[src/rtl/pipe_stage_buf_pkg.sv]
// Shared definitions for the pipeline-stage buffer and the RV32I field decoder.
// The opcode enum and XLEN default are used by every stage that carries instructions.
package pipe_stage_buf_pkg;

  localparam int XLEN_DEFAULT = 32;
  localparam int ILEN         = 32;

  typedef enum logic [6:0] {
    OPC_NONE     = 7'h00,
    OPC_LOAD     = 7'h03,
    OPC_MISC_MEM = 7'h0F,
    OPC_OP_IMM   = 7'h13,
    OPC_AUIPC    = 7'h17,
    OPC_STORE    = 7'h23,
    OPC_OP       = 7'h33,
    OPC_LUI      = 7'h37,
    OPC_BRANCH   = 7'h63,
    OPC_JALR     = 7'h67,
    OPC_JAL      = 7'h6F,
    OPC_SYSTEM   = 7'h73
  } rv32i_opcode;

  // A single-entry buffer still needs a one-bit pointer so the storage index is never zero-width.
  function automatic int ptrWidth(input int depth);
    return (depth > 1) ? $clog2(depth) : 1;
  endfunction

endpackage

[src/rtl/pipe_stage_buf_instr_decode.sv]
// Purely combinational RV32I field and immediate decoder.
// Shared by any stage that needs register indices or sign-extended immediates.
module instr_decode
  import pipe_stage_buf_pkg::*;
(
  input  logic [ILEN-1:0] instr_i,
  output logic [2:0]      funct3_o,
  output logic [6:0]      funct7_o,
  output rv32i_opcode     opcode_o,
  output logic [4:0]      rs1_o,
  output logic [4:0]      rs2_o,
  output logic [4:0]      rd_o,
  output logic [31:0]     iImm_o,
  output logic [31:0]     sImm_o,
  output logic [31:0]     bImm_o,
  output logic [31:0]     uImm_o,
  output logic [31:0]     jImm_o
);

  assign funct3_o = instr_i[14:12];
  assign funct7_o = instr_i[31:25];
  assign opcode_o = rv32i_opcode'(instr_i[6:0]);
  assign rs1_o    = instr_i[19:15];
  assign rs2_o    = instr_i[24:20];
  assign rd_o     = instr_i[11:7];

  // Immediate bit positions are scrambled in B/J formats so the sign bit is always instr[31].
  assign iImm_o = {{20{instr_i[31]}}, instr_i[31:20]};
  assign sImm_o = {{20{instr_i[31]}}, instr_i[31:25], instr_i[11:7]};
  assign bImm_o = {{19{instr_i[31]}}, instr_i[31], instr_i[7], instr_i[30:25],
                   instr_i[11:8], 1'b0};
  assign uImm_o = {instr_i[31:12], 12'h000};
  assign jImm_o = {{11{instr_i[31]}}, instr_i[31], instr_i[19:12], instr_i[20],
                   instr_i[30:21], 1'b0};

endmodule

[src/rtl/pipe_stage_buf.sv]
// Elastic valid/ready pipeline-stage register with flush, stall counter and head decode.
// DEPTH=2 forms a skid buffer so in_ready depends only on registered occupancy.
module pipe_stage_buf
  import pipe_stage_buf_pkg::*;
#(
  parameter  int XLEN   = XLEN_DEFAULT,
  parameter  int NLANES = 4,
  parameter  int DEPTH  = 2,
  localparam int OW     = $clog2(DEPTH + 1)
) (
  input  logic                   clk,
  input  logic                   rst,
  input  logic                   flush,
  input  logic                   in_valid,
  output logic                   in_ready,
  input  logic [ILEN-1:0]        in_instr,
  input  logic [XLEN-1:0]        in_pc,
  input  logic [NLANES*XLEN-1:0] in_data,
  output logic                   out_valid,
  input  logic                   out_ready,
  output logic [ILEN-1:0]        out_instr,
  output logic [XLEN-1:0]        out_pc,
  output logic [NLANES*XLEN-1:0] out_data,
  output logic [2:0]             funct3,
  output logic [6:0]             funct7,
  output rv32i_opcode            opcode,
  output logic [4:0]             rs1,
  output logic [4:0]             rs2,
  output logic [4:0]             rd,
  output logic [31:0]            i_imm,
  output logic [31:0]            s_imm,
  output logic [31:0]            b_imm,
  output logic [31:0]            u_imm,
  output logic [31:0]            j_imm,
  output logic [OW-1:0]          occupancy,
  output logic [31:0]            stall_cycles
);

  localparam int PW = ptrWidth(DEPTH);

  logic [ILEN-1:0]        instrMem_q [DEPTH];
  logic [XLEN-1:0]        pcMem_q    [DEPTH];
  logic [NLANES*XLEN-1:0] dataMem_q  [DEPTH];

  logic [PW-1:0] head_q, head_d;
  logic [PW-1:0] tail_q, tail_d;
  logic [OW-1:0] occ_q, occ_d;
  logic [31:0]   stallCnt_q, stallCnt_d;

  logic doPush;
  logic doPop;

  function automatic logic [PW-1:0] bumpPtr(input logic [PW-1:0] p);
    if (p == PW'(DEPTH - 1)) begin
      return '0;
    end
    return p + PW'(1);
  endfunction

  assign in_ready  = (occ_q < OW'(DEPTH));
  assign out_valid = (occ_q != '0);
  assign occupancy = occ_q;
  assign stall_cycles = stallCnt_q;

  assign doPush = in_valid && in_ready;
  assign doPop  = out_valid && out_ready;

  // Flush overrides both handshakes; the stall counter keeps running regardless.
  always_comb begin
    head_d     = head_q;
    tail_d     = tail_q;
    occ_d      = occ_q;
    stallCnt_d = stallCnt_q;
    if (flush) begin
      head_d = '0;
      tail_d = '0;
      occ_d  = '0;
    end else begin
      if (doPush) begin
        tail_d = bumpPtr(tail_q);
      end
      if (doPop) begin
        head_d = bumpPtr(head_q);
      end
      case ({doPush, doPop})
        2'b10:   occ_d = occ_q + OW'(1);
        2'b01:   occ_d = occ_q - OW'(1);
        default: occ_d = occ_q;
      endcase
    end
    if (out_valid && !out_ready && (stallCnt_q != 32'hFFFF_FFFF)) begin
      stallCnt_d = stallCnt_q + 32'd1;
    end
  end

  always_ff @(posedge clk) begin
    if (rst) begin
      head_q     <= '0;
      tail_q     <= '0;
      occ_q      <= '0;
      stallCnt_q <= '0;
    end else begin
      head_q     <= head_d;
      tail_q     <= tail_d;
      occ_q      <= occ_d;
      stallCnt_q <= stallCnt_d;
    end
  end

  always_ff @(posedge clk) begin
    if (rst) begin
      for (int e = 0; e < DEPTH; e++) begin
        instrMem_q[e] <= '0;
        pcMem_q[e]    <= '0;
        dataMem_q[e]  <= '0;
      end
    end else if (doPush && !flush) begin
      instrMem_q[tail_q] <= in_instr;
      pcMem_q[tail_q]    <= in_pc;
      dataMem_q[tail_q]  <= in_data;
    end
  end

  // Stale storage behind a flushed or popped head must never leak downstream.
  assign out_instr = out_valid ? instrMem_q[head_q] : '0;
  assign out_pc    = out_valid ? pcMem_q[head_q]    : '0;
  assign out_data  = out_valid ? dataMem_q[head_q]  : '0;

  instr_decode u_decode (
    .instr_i  (out_instr),
    .funct3_o (funct3),
    .funct7_o (funct7),
    .opcode_o (opcode),
    .rs1_o    (rs1),
    .rs2_o    (rs2),
    .rd_o     (rd),
    .iImm_o   (i_imm),
    .sImm_o   (s_imm),
    .bImm_o   (b_imm),
    .uImm_o   (u_imm),
    .jImm_o   (j_imm)
  );

endmodule

[config.mk]
export PLATFORM = sky130hd
export DESIGN_NAME = pipe_stage_buf
export DESIGN_NICKNAME = d
export VERILOG_FILES = /design/src/rtl/pipe_stage_buf_pkg.sv /design/src/rtl/pipe_stage_buf_instr_decode.sv /design/src/rtl/pipe_stage_buf.sv
export SDC_FILE = /design/constraint.sdc
export NUM_CORES = 1
export LEC_CHECK = 0
export CORE_AREA = 2 2 242 244
export DETAILED_ROUTE_END_ITERATION = 16
export DIE_AREA = 0 0 244 246
export GPL_TIMING_DRIVEN = 0
export HOLD_SLACK_MARGIN = 0.02
export PLACE_DENSITY = 0.71
export SLEW_MARGIN = 20
export SYNTH_ARGS = -nofsm -noshare
export SYNTH_HDL_FRONTEND = slang
export SYNTH_SLANG_ARGS = --single-unit
[constraint.sdc]
create_clock -name clk -period 7.9 [get_ports clk]
set_input_delay 0.79 -clock clk [delete_from_list [all_inputs] [get_ports clk]]
set_output_delay 0.79 -clock clk [all_outputs]
set_load 0.05 [all_outputs]
# Word-level counts from Yosys, hierarchy flattened

Memory sizes are Yosys's and may differ from the RTL's. A register that Yosys moved wholly into a read port is not among the register bits.
Index checks and enable logic that the tools add are counted.

Reductions and logical operators: 13
Multiplexer cells: 34
Bitwise gates (word level): 0
$add $sub $neg: 5
Multiply operators: 0
Shift-type cells: 0
Div/mod/pow operators: 0
Equal/unequal tests: 3
$lt $le $gt $ge: 1

Operators by type and width:

| kind                  | count |
|---|---|
| $mux 128              | 2 |
| $mux 32               | 4 |
| $reduce_or 128->1     | 1 |
| $reduce_or 32->1      | 2 |
| $add 32x1->32 const B | 1 |
| $ne 32x32->1 const B  | 1 |
| $mux 1                | 27 |
| $logic_and 1x1->1     | 5 |
| $pmux 2 s2            | 1 |
| $reduce_bool 2->1     | 2 |
| $add 1x1->1 const B   | 2 |
| $add 2x1->2 const B   | 1 |
| $eq 2x1->1 const B    | 1 |
| $eq 2x2->1 const B    | 1 |
| $logic_not 1->1       | 2 |
| $lt 2x2->1 const B    | 1 |
| $reduce_or 2->1       | 1 |
| $sub 2x1->2 const B   | 1 |

Bits in registers: 36
Bits in read-only memories: 0
RAM bits: 384
Input port bits: 197
Output and inout bits: 420
Bits in latches: 0
Logic and storage cells: 63
Memories kept: 3

Memories:

| name       | words | bits a word | read ports | clocked after Yosys merged registers in | write ports | line                 | source |
|---|---|---|---|---|---|---|---|
| dataMem_q  | 2     | 128         | 1          | 1                                       | 2           | pipe_stage_buf.sv:43 | `logic [NLANES*XLEN-1:0] dataMem_q [DEPTH];` |
| instrMem_q | 2     | 32          | 1          | 1                                       | 2           | pipe_stage_buf.sv:41 | `logic [ILEN-1:0] instrMem_q [DEPTH];` |
| pcMem_q    | 2     | 32          | 1          | 1                                       | 2           | pipe_stage_buf.sv:42 | `logic [XLEN-1:0] pcMem_q [DEPTH];` |

# Logic depth before layout (Yosys ltp)

Gate-level depths: netlist (run 1).

Depth after elaboration: 8
Gate-level depth with buffers: 9
Gate-level depth less buffers: 8

# By module

Synthesis (run 1) repeated with hierarchy kept, for this count alone.

Cells, all modules: 1653
Area total of the unflattened synthesis: 20198.1 um^2

Modules (own cells, without submodules):

| module         | area an instance (um^2) | times used | sequential area each (um^2) | cells an instance |
|---|---|---|---|---|
| pipe_stage_buf | 18753.0                 | 1          | 12271.8                     | 1460 |
| instr_decode   | 1445.1                  | 1          | 0.0                         | 193 |

# Worst setup path after synthesis (run 1)

No wires, ideal clock.

Path kind: register to output
Start: reg occ_q[1], in the netlist occupancy[1]
End: out b_imm[13]
Path buffers: 2
Setup slack: 2.455 ns
Stages on the path, launching flop included: 5
Data arrival time: 4.655 ns
Required time: 7.110 ns
Cell sequence: dfxtp_1 nor2_1 clkbuf_1 nor2_1 buf_4

Cells in the longest elaborated chain, start to end: 2

Ends and longest elaborated chain:

| what                     | line                  | source |
|---|---|---|
| start: declaration       | pipe_stage_buf.sv:47  | `logic [OW-1:0] occ_q, occ_d;` |
| start signal: assignment | pipe_stage_buf.sv:100 | `occ_q <= '0;` |
| start signal: assignment | pipe_stage_buf.sv:105 | `occ_q <= occ_d;` |
| $reduce_bool 2->1        | pipe_stage_buf.sv:61  | `assign out_valid = (occ_q != '0);` |
| $mux 32                  | pipe_stage_buf.sv:125 | `assign out_instr = out_valid ? instrMem_q[head_q] : '0;` |
| end: declaration         | pipe_stage_buf.sv:32  | `output logic [31:0] b_imm,` |

No other way between the ends.

==> results.sh, run 1 <==
export IMPL_status="finished, final reports clean"
export IMPL_cts_resized=0
export IMPL_synth_area_leaders="edfxtp_1 (57%), and2_1 (12%), mux2i_1 (9.5%), buf_4 (7.1%), nor2_1 (3.9%)"
export IMPL_crit_path_start_kind="register"
export IMPL_hold_viol=0
export IMPL_arrival_ns=4.39
export IMPL_period_minus_slack_ns=5.18
export IMPL_max_freq_ghz=0.193
export IMPL_io_buffer_count=602
export IMPL_power_uw=5660
export IMPL_async_flop_share_pct=0
export IMPL_ys_warn_count=0
export IMPL_root_buffer="clkbuf_16"
export IMPL_drt_iter0_markers=611
export IMPL_num_rows=88
export IMPL_final_setup_viol_count=0
export IMPL_route_detailed_drc=0
export IMPL_clock_skew_ns=0.0138
export IMPL_dp_cells=3041
export IMPL_h_tree_depth=2
export IMPL_grt_pass1_vias=14300
export IMPL_die_height_um=246
export IMPL_dp_hpwl_um=44000
export IMPL_cp_data_required_time_ns=7.11
export IMPL_ys_ff_latch=421
export IMPL_place_congestion=0.869
export IMPL_fin_nets=2523
export IMPL_synth_edf_count=384
export IMPL_hold_ws_ns=0.514
export IMPL_clk_path_buf_depth=3
export IMPL_fin_util_pct=50.7
export IMPL_syn_inst=1651
export IMPL_tightest_slew_ns=1.06
export IMPL_antenna_found_initial=7
export IMPL_worstSetupPathType="reg -> out"
export IMPL_layout_drive_gt1_share_pct=12.4
export IMPL_relSlewSlack_pct=29.1
export IMPL_grt_max_degree=50
export IMPL_synth_flop_cell="edfxtp_1"
export IMPL_cap_violations=0
export IMPL_peakVddDrop_mv=0.151
export IMPL_syn_to_final_growth_pct=43.4
export IMPL_synth_seq_area_share_pct=60.5
export IMPL_finalCritPeriodShare_pct=65.6
export IMPL_ctsHoldBuffers=0
export IMPL_viasPerCell=4.59
export IMPL_pin_count=617
export IMPL_cts_tree="yes"
export IMPL_start_util_pct=35.4
export IMPL_clk_pin_slew_ns=0.06
export IMPL_maxSlewViolCount=0
export IMPL_ant_nets=0
export IMPL_final_cells=3129
export IMPL_crit_fanout=10
export IMPL_p_leak_uw=0.0105
export IMPL_dr_pass1_iters=5
export IMPL_die_x_um=244
export IMPL_end_kind="output port"
export IMPL_synth_cell_types=49
export IMPL_rsz0062_at_grt="false"
export IMPL_grt_pass1_wl_um=86100
export IMPL_post_cts_buffers=0
export IMPL_cts_sink_count=421
export IMPL_core_area_um2=57400
export IMPL_syn_area_per_cell_um2=12.3
export IMPL_clk_latency_ns=0.58
export IMPL_final_setup_tns_ns=0
export IMPL_yosys_area_top_type="edfxtp_1"
export IMPL_syn_area_um2=20300
export IMPL_grt_ovfl_total=0
export IMPL_routedWlPerCell_um=19.0
export IMPL_drt_total_wl_um=59400
export IMPL_holdCritPathClass="reg -> reg"
export IMPL_powerDensity_nw_per_um2=195
export IMPL_cts_made_buffers=46
export IMPL_yosys_area_top_type_share_pct=56.9
export IMPL_vias=14400
export IMPL_grt_total_usage_pct=18.9
export IMPL_design_die_area_um2=60000
## final timing paths
| check | from | to | slack (ns) | depth (start not counted) |
|---|---|---|---|---|
| hold / removal | stall_cycles[6] | stall_cycles[6] | 0.51 | 2 |
| setup / recovery | register | u_imm[28] | 2.72 | 7 |
| setup reg to reg | occupancy[1] | dataMem_q[1][17] | 4.32 | 7 |
| hold reg to reg | stall_cycles[6] | stall_cycles[6] | 0.51 | 2 |
## layout by cell type (no fill, tap or decap), drive strengths merged, types with 6 or more instances in the layout
| cell | count |
|---|---|
| clkdlybuf4s50 | 602 |
| and2 | 386 |
| edfxtp | 384 |
| buf | 224 |
| nor2 | 213 |
| mux2i | 193 |
| clkbuf | 130 |
| dfxtp | 37 |
| clkinv | 18 |
| a21oi | 17 |
| inv | 15 |
| conb | 14 |
| nand3 | 11 |
| or4 | 11 |
| nand4 | 10 |
| xnor2 | 10 |
| nor4 | 8 |
| o31ai | 8 |
| nor3 | 6 |
| nand2 | 6 |
| or3 | 6 |
## sequential cells by signal, indices dropped and copies added, names as in the netlist, named ones only
register      cells
dataMem_q       256
instrMem_q       64
pcMem_q          64
stall_cycles     32
occupancy         2
head_q            1
tail_q            1
## where the power goes
group	total [µW]	switching, µW	internal [µW]
Sequential	2570	28.1	2540
Clock	2170	897	1270
Combinational	925	573	352
Total	5660	1500	4160
## through the flow
stage                     worst slack [ns]  instance area (µm²)
final                                 2.72                29100
after global routing                  2.44                29100
after CTS                             2.52                29100
after detailed placement              3.16                27600
after global placement               0.546                27300
after floorplan                       2.46                20300
## critical path, cell delays in order (launching register included)
cell and delay (ns):
dfxtp_1 0.30, clkbuf_1 0.16, clkbuf_1 0.75, buf_1 0.71, mux2i_1 0.17, nor2_1 0.70, buf_4 0.22, clkdlybuf4s50_1 0.80
## cell usage after synthesis (2+ instances only)
cell	instances
nand3b_1	2
mux2i_1	193
buf_2	2
buf_1	17
mux2_2	3
o21ba_2	2
nor2_1	213
nor4b_1	2
xnor2_1	10
and2_1	386
o21ai_1	3
clkbuf_1	73
or2_2	4
ha_1	2
o31ai_1	7
nand4_1	10
or3_1	6
and3_1	5
a211oi_1	2
edfxtp_1	384
a21bo_2	2
or4_1	10
nor2b_1	5
nor3_1	6
buf_6	2
buf_4	192
a21o_1	2
nand3_1	11
inv_1	10
nand2_1	6
dfxtp_1	37
xor2_1	4
nor4_1	7
a21oi_1	16
## final cells by class
type,count,area (µm²)
well taps,765,957
diodes,2,5.00
plain buffers,287,1830
clock buffers,57,1220
fillers,4979,28300
flip-flops and latches,421,12300
inverters,10,37.5
multi-input cells,946,6200
clock inverters,29,293
repair buffers,612,6270
## logic make-up (layout without fill, tap and decap cells)
logic type | after synthesis | in the layout | synth area share [%]
multiplexers | 196 | 196 | 9.69
flip-flops | 421 | 421 | 60.5
XOR/XNOR | 14 | 14 | 0.604
buffers and inverters | 297 | 995 | 9.22
adder cells (fa/ha/maj) | 2 | 2 | 0.123
AO/OA/AOI/OAI | 44 | 44 | 1.65
other | 1 | 16 | 0.0185
AND/OR/NAND/NOR | 676 | 676 | 18.2
## layer usage
metal,GRT usage [%],share of wire [%],vias up
met2,34.9,52,515
met4,5.25,2.2,4
met3,5.02,7.7,86
met1,21.5,38,6936
li1,-,-,6829
met5,0,0.037,-
No activity file was read; power rests on OpenSTA's default activity.
==> run 2: changes to the inputs <==
- clock period: 7.9 -> 5.3 ns (I/O delays scaled with it)
==> results of run 2 <==
The final DEF is identical to that of run 1. Status: finished, final reports clean.
Main changes from that run: setup slack after placement 3.16 ns -> 0.818 ns; setup slack after layout 2.72 ns -> 0.376 ns; register-to-register setup slack 4.32 ns -> 1.72 ns; total power 5660 µW -> 8440 µW; worst IR drop on VDD 0.151 mV -> 0.225 mV
==> run 3: changes to the inputs <==
- SLEW_MARGIN: 20 -> 25
==> run 3 against run 2 <==
Via count shrank 0.33%. Clock skew rose by 0.015 ns. Global-route usage barely moved. Sequential share of layout area grew 0.10 points. Count of clock-buffer cells in the layout rose by 1. Critical path depth stayed put. Largest cell class unchanged. Largest power group unchanged.
==> results.sh, run 3 (synthesized netlist as in run 1, its figures left out) <==
export IMPL_route_detailed_drc=0
export IMPL_cts_sink_count=421
export IMPL_viasPerCell=4.58
export IMPL_antenna_found_initial=12
export IMPL_vias=14300
export IMPL_grt_ovfl_total=0
export IMPL_cts_made_buffers=45
export IMPL_met2_length_um=30800
export IMPL_final_setup_tns_ns=0
export IMPL_holdCritPathClass="reg -> reg"
export IMPL_clk_latency_ns=0.57
export IMPL_post_cts_buffers=0
export IMPL_drt_iter0_markers=625
export IMPL_finalCritPeriodShare_pct=91.8
export IMPL_largest_reg_flops=256
export IMPL_clock_skew_ns=0.0286
export IMPL_period_minus_slack_ns=4.87
export IMPL_io_buffer_count=602
export IMPL_start_util_pct=35.4
export IMPL_powerDensity_nw_per_um2=286
export IMPL_maxSlewViolCount=0
export IMPL_worstSetupPathType="reg -> out"
export IMPL_final_cell_mix="clkdlybuf4s50_1 (602), and2_1 (386), edfxtp_1 (384)"
export IMPL_cap_violations=0
export IMPL_dp_hpwl_um=44200
export IMPL_final_setup_viol_count=0
export IMPL_ant_nets=0
export IMPL_cts_tree="yes"
export IMPL_end_kind="output port"
export IMPL_p_leak_uw=0.0104
export IMPL_ctsHoldBuffers=0
export IMPL_fin_util_pct=50.6
export IMPL_dr_wl_met3_um=4940
export IMPL_dr_pass1_iters=4
export IMPL_peakVddDrop_mv=0.213
export IMPL_routedWlPerCell_um=18.9
export IMPL_drt_total_wl_um=59000
export IMPL_preCtsSetupSlack_ns=0.821
export IMPL_h_tree_depth=2
export IMPL_die_x_um=244
export IMPL_grt_pass1_vias=14300
export IMPL_wl_met1_um=21800
export IMPL_top_layer="met5"
export IMPL_power_uw=8310
export IMPL_die_height_um=246
export IMPL_crit_path_start_kind="register"
export IMPL_cp_data_required_time_ns=4.77
export IMPL_hold_viol=0
export IMPL_num_rows=88
export IMPL_setup_ws_ns=0.433
export IMPL_layout_drive_gt1_share_pct=12.3
export IMPL_hold_ws_ns=0.509
export IMPL_arrival_ns=4.34
export IMPL_rsz0062_at_grt="false"
export IMPL_cts_resized=0
export IMPL_fin_nets=2522
export IMPL_pin_count=617
export IMPL_design_die_area_um2=60000
export IMPL_clk_path_buf_depth=3
export IMPL_clk_pin_slew_ns=0.06
export IMPL_grt_total_usage_pct=18.9
export IMPL_syn_to_final_growth_pct=43.1
export IMPL_regMostFlops="dataMem_q"
export IMPL_grt_max_degree=48
export IMPL_root_buffer="clkbuf_16"
export IMPL_status="finished, final reports clean"
export IMPL_core_area_um2=57400
export IMPL_relSlewSlack_pct=34.5
export IMPL_place_congestion=0.869
export IMPL_reg_top3="dataMem_q (256), instrMem_q (64), pcMem_q (64)"
export IMPL_final_common_cell="clkdlybuf4s50_1"
export IMPL_max_freq_ghz=0.205
export IMPL_grt_pass1_wl_um=85700
export IMPL_tightest_slew_ns=0.983
export IMPL_crit_fanout=10
## run 3: changes by cell type in the layout (fill, tap and decap cells not counted), sizes merged
cell,change
diode,+3
inv,-4
clkinvlp,+1
clkinv,-6
clkbuf,+1
## run 3: final cells by class
type                       instances  area (µm²)
sequential                       421       12300
fill                            4992       28300
clock inverter                    20         241
clock buffer                      58        1200
buffer                           287        1830
antenna                            5        12.5
timing repair buffer             612        6270
inverter                          10        37.5
tap                              765         957
multi-input combinational        946        6200
## run 3: final timing paths
check / startpoint / to / slack (ns) / cells after the start
max: register / u_imm[28] / 0.43 / 7
min: stall_cycles[6] / stall_cycles[6] / 0.51 / 2
max reg2reg: occupancy[1] / dataMem_q[1][14] / 1.74 / 7
min reg2reg: stall_cycles[6] / stall_cycles[6] / 0.51 / 2
## run 3: metrics by stage
stage	area, µm²	std cells
global route	29000	3123
global placement	27300	3031
detailed placement	27600	3041
CTS	29000	3119
finish	29000	3124
floorplan	20300	1664
## run 3: metal layers
| metal | global-route usage [%] | vias to the layer above |
|---|---|---|
| met1 | 20.5 | 6911 |
| li1 | - | 6827 |
| met4 | 5.79 | 12 |
| met3 | 6.50 | 96 |
| met5 | 0 | - |
| met2 | 34.6 | 476 |
## run 3: power breakdown
part	leakage [µW]	switching (µW)	internal (µW)
Combinational	0.00546	854	525
Sequential	0.00429	41.4	3780
Clock	0.000697	1270	1840
## run 3: critical path, cell delays in order (launching register included)
cell and delay, ns:
dfxtp_1 0.31, clkbuf_1 0.17, clkbuf_1 0.76, buf_1 0.69, mux2i_1 0.17, nor2_1 0.65
buf_4 0.22, clkdlybuf4s50_1 0.80
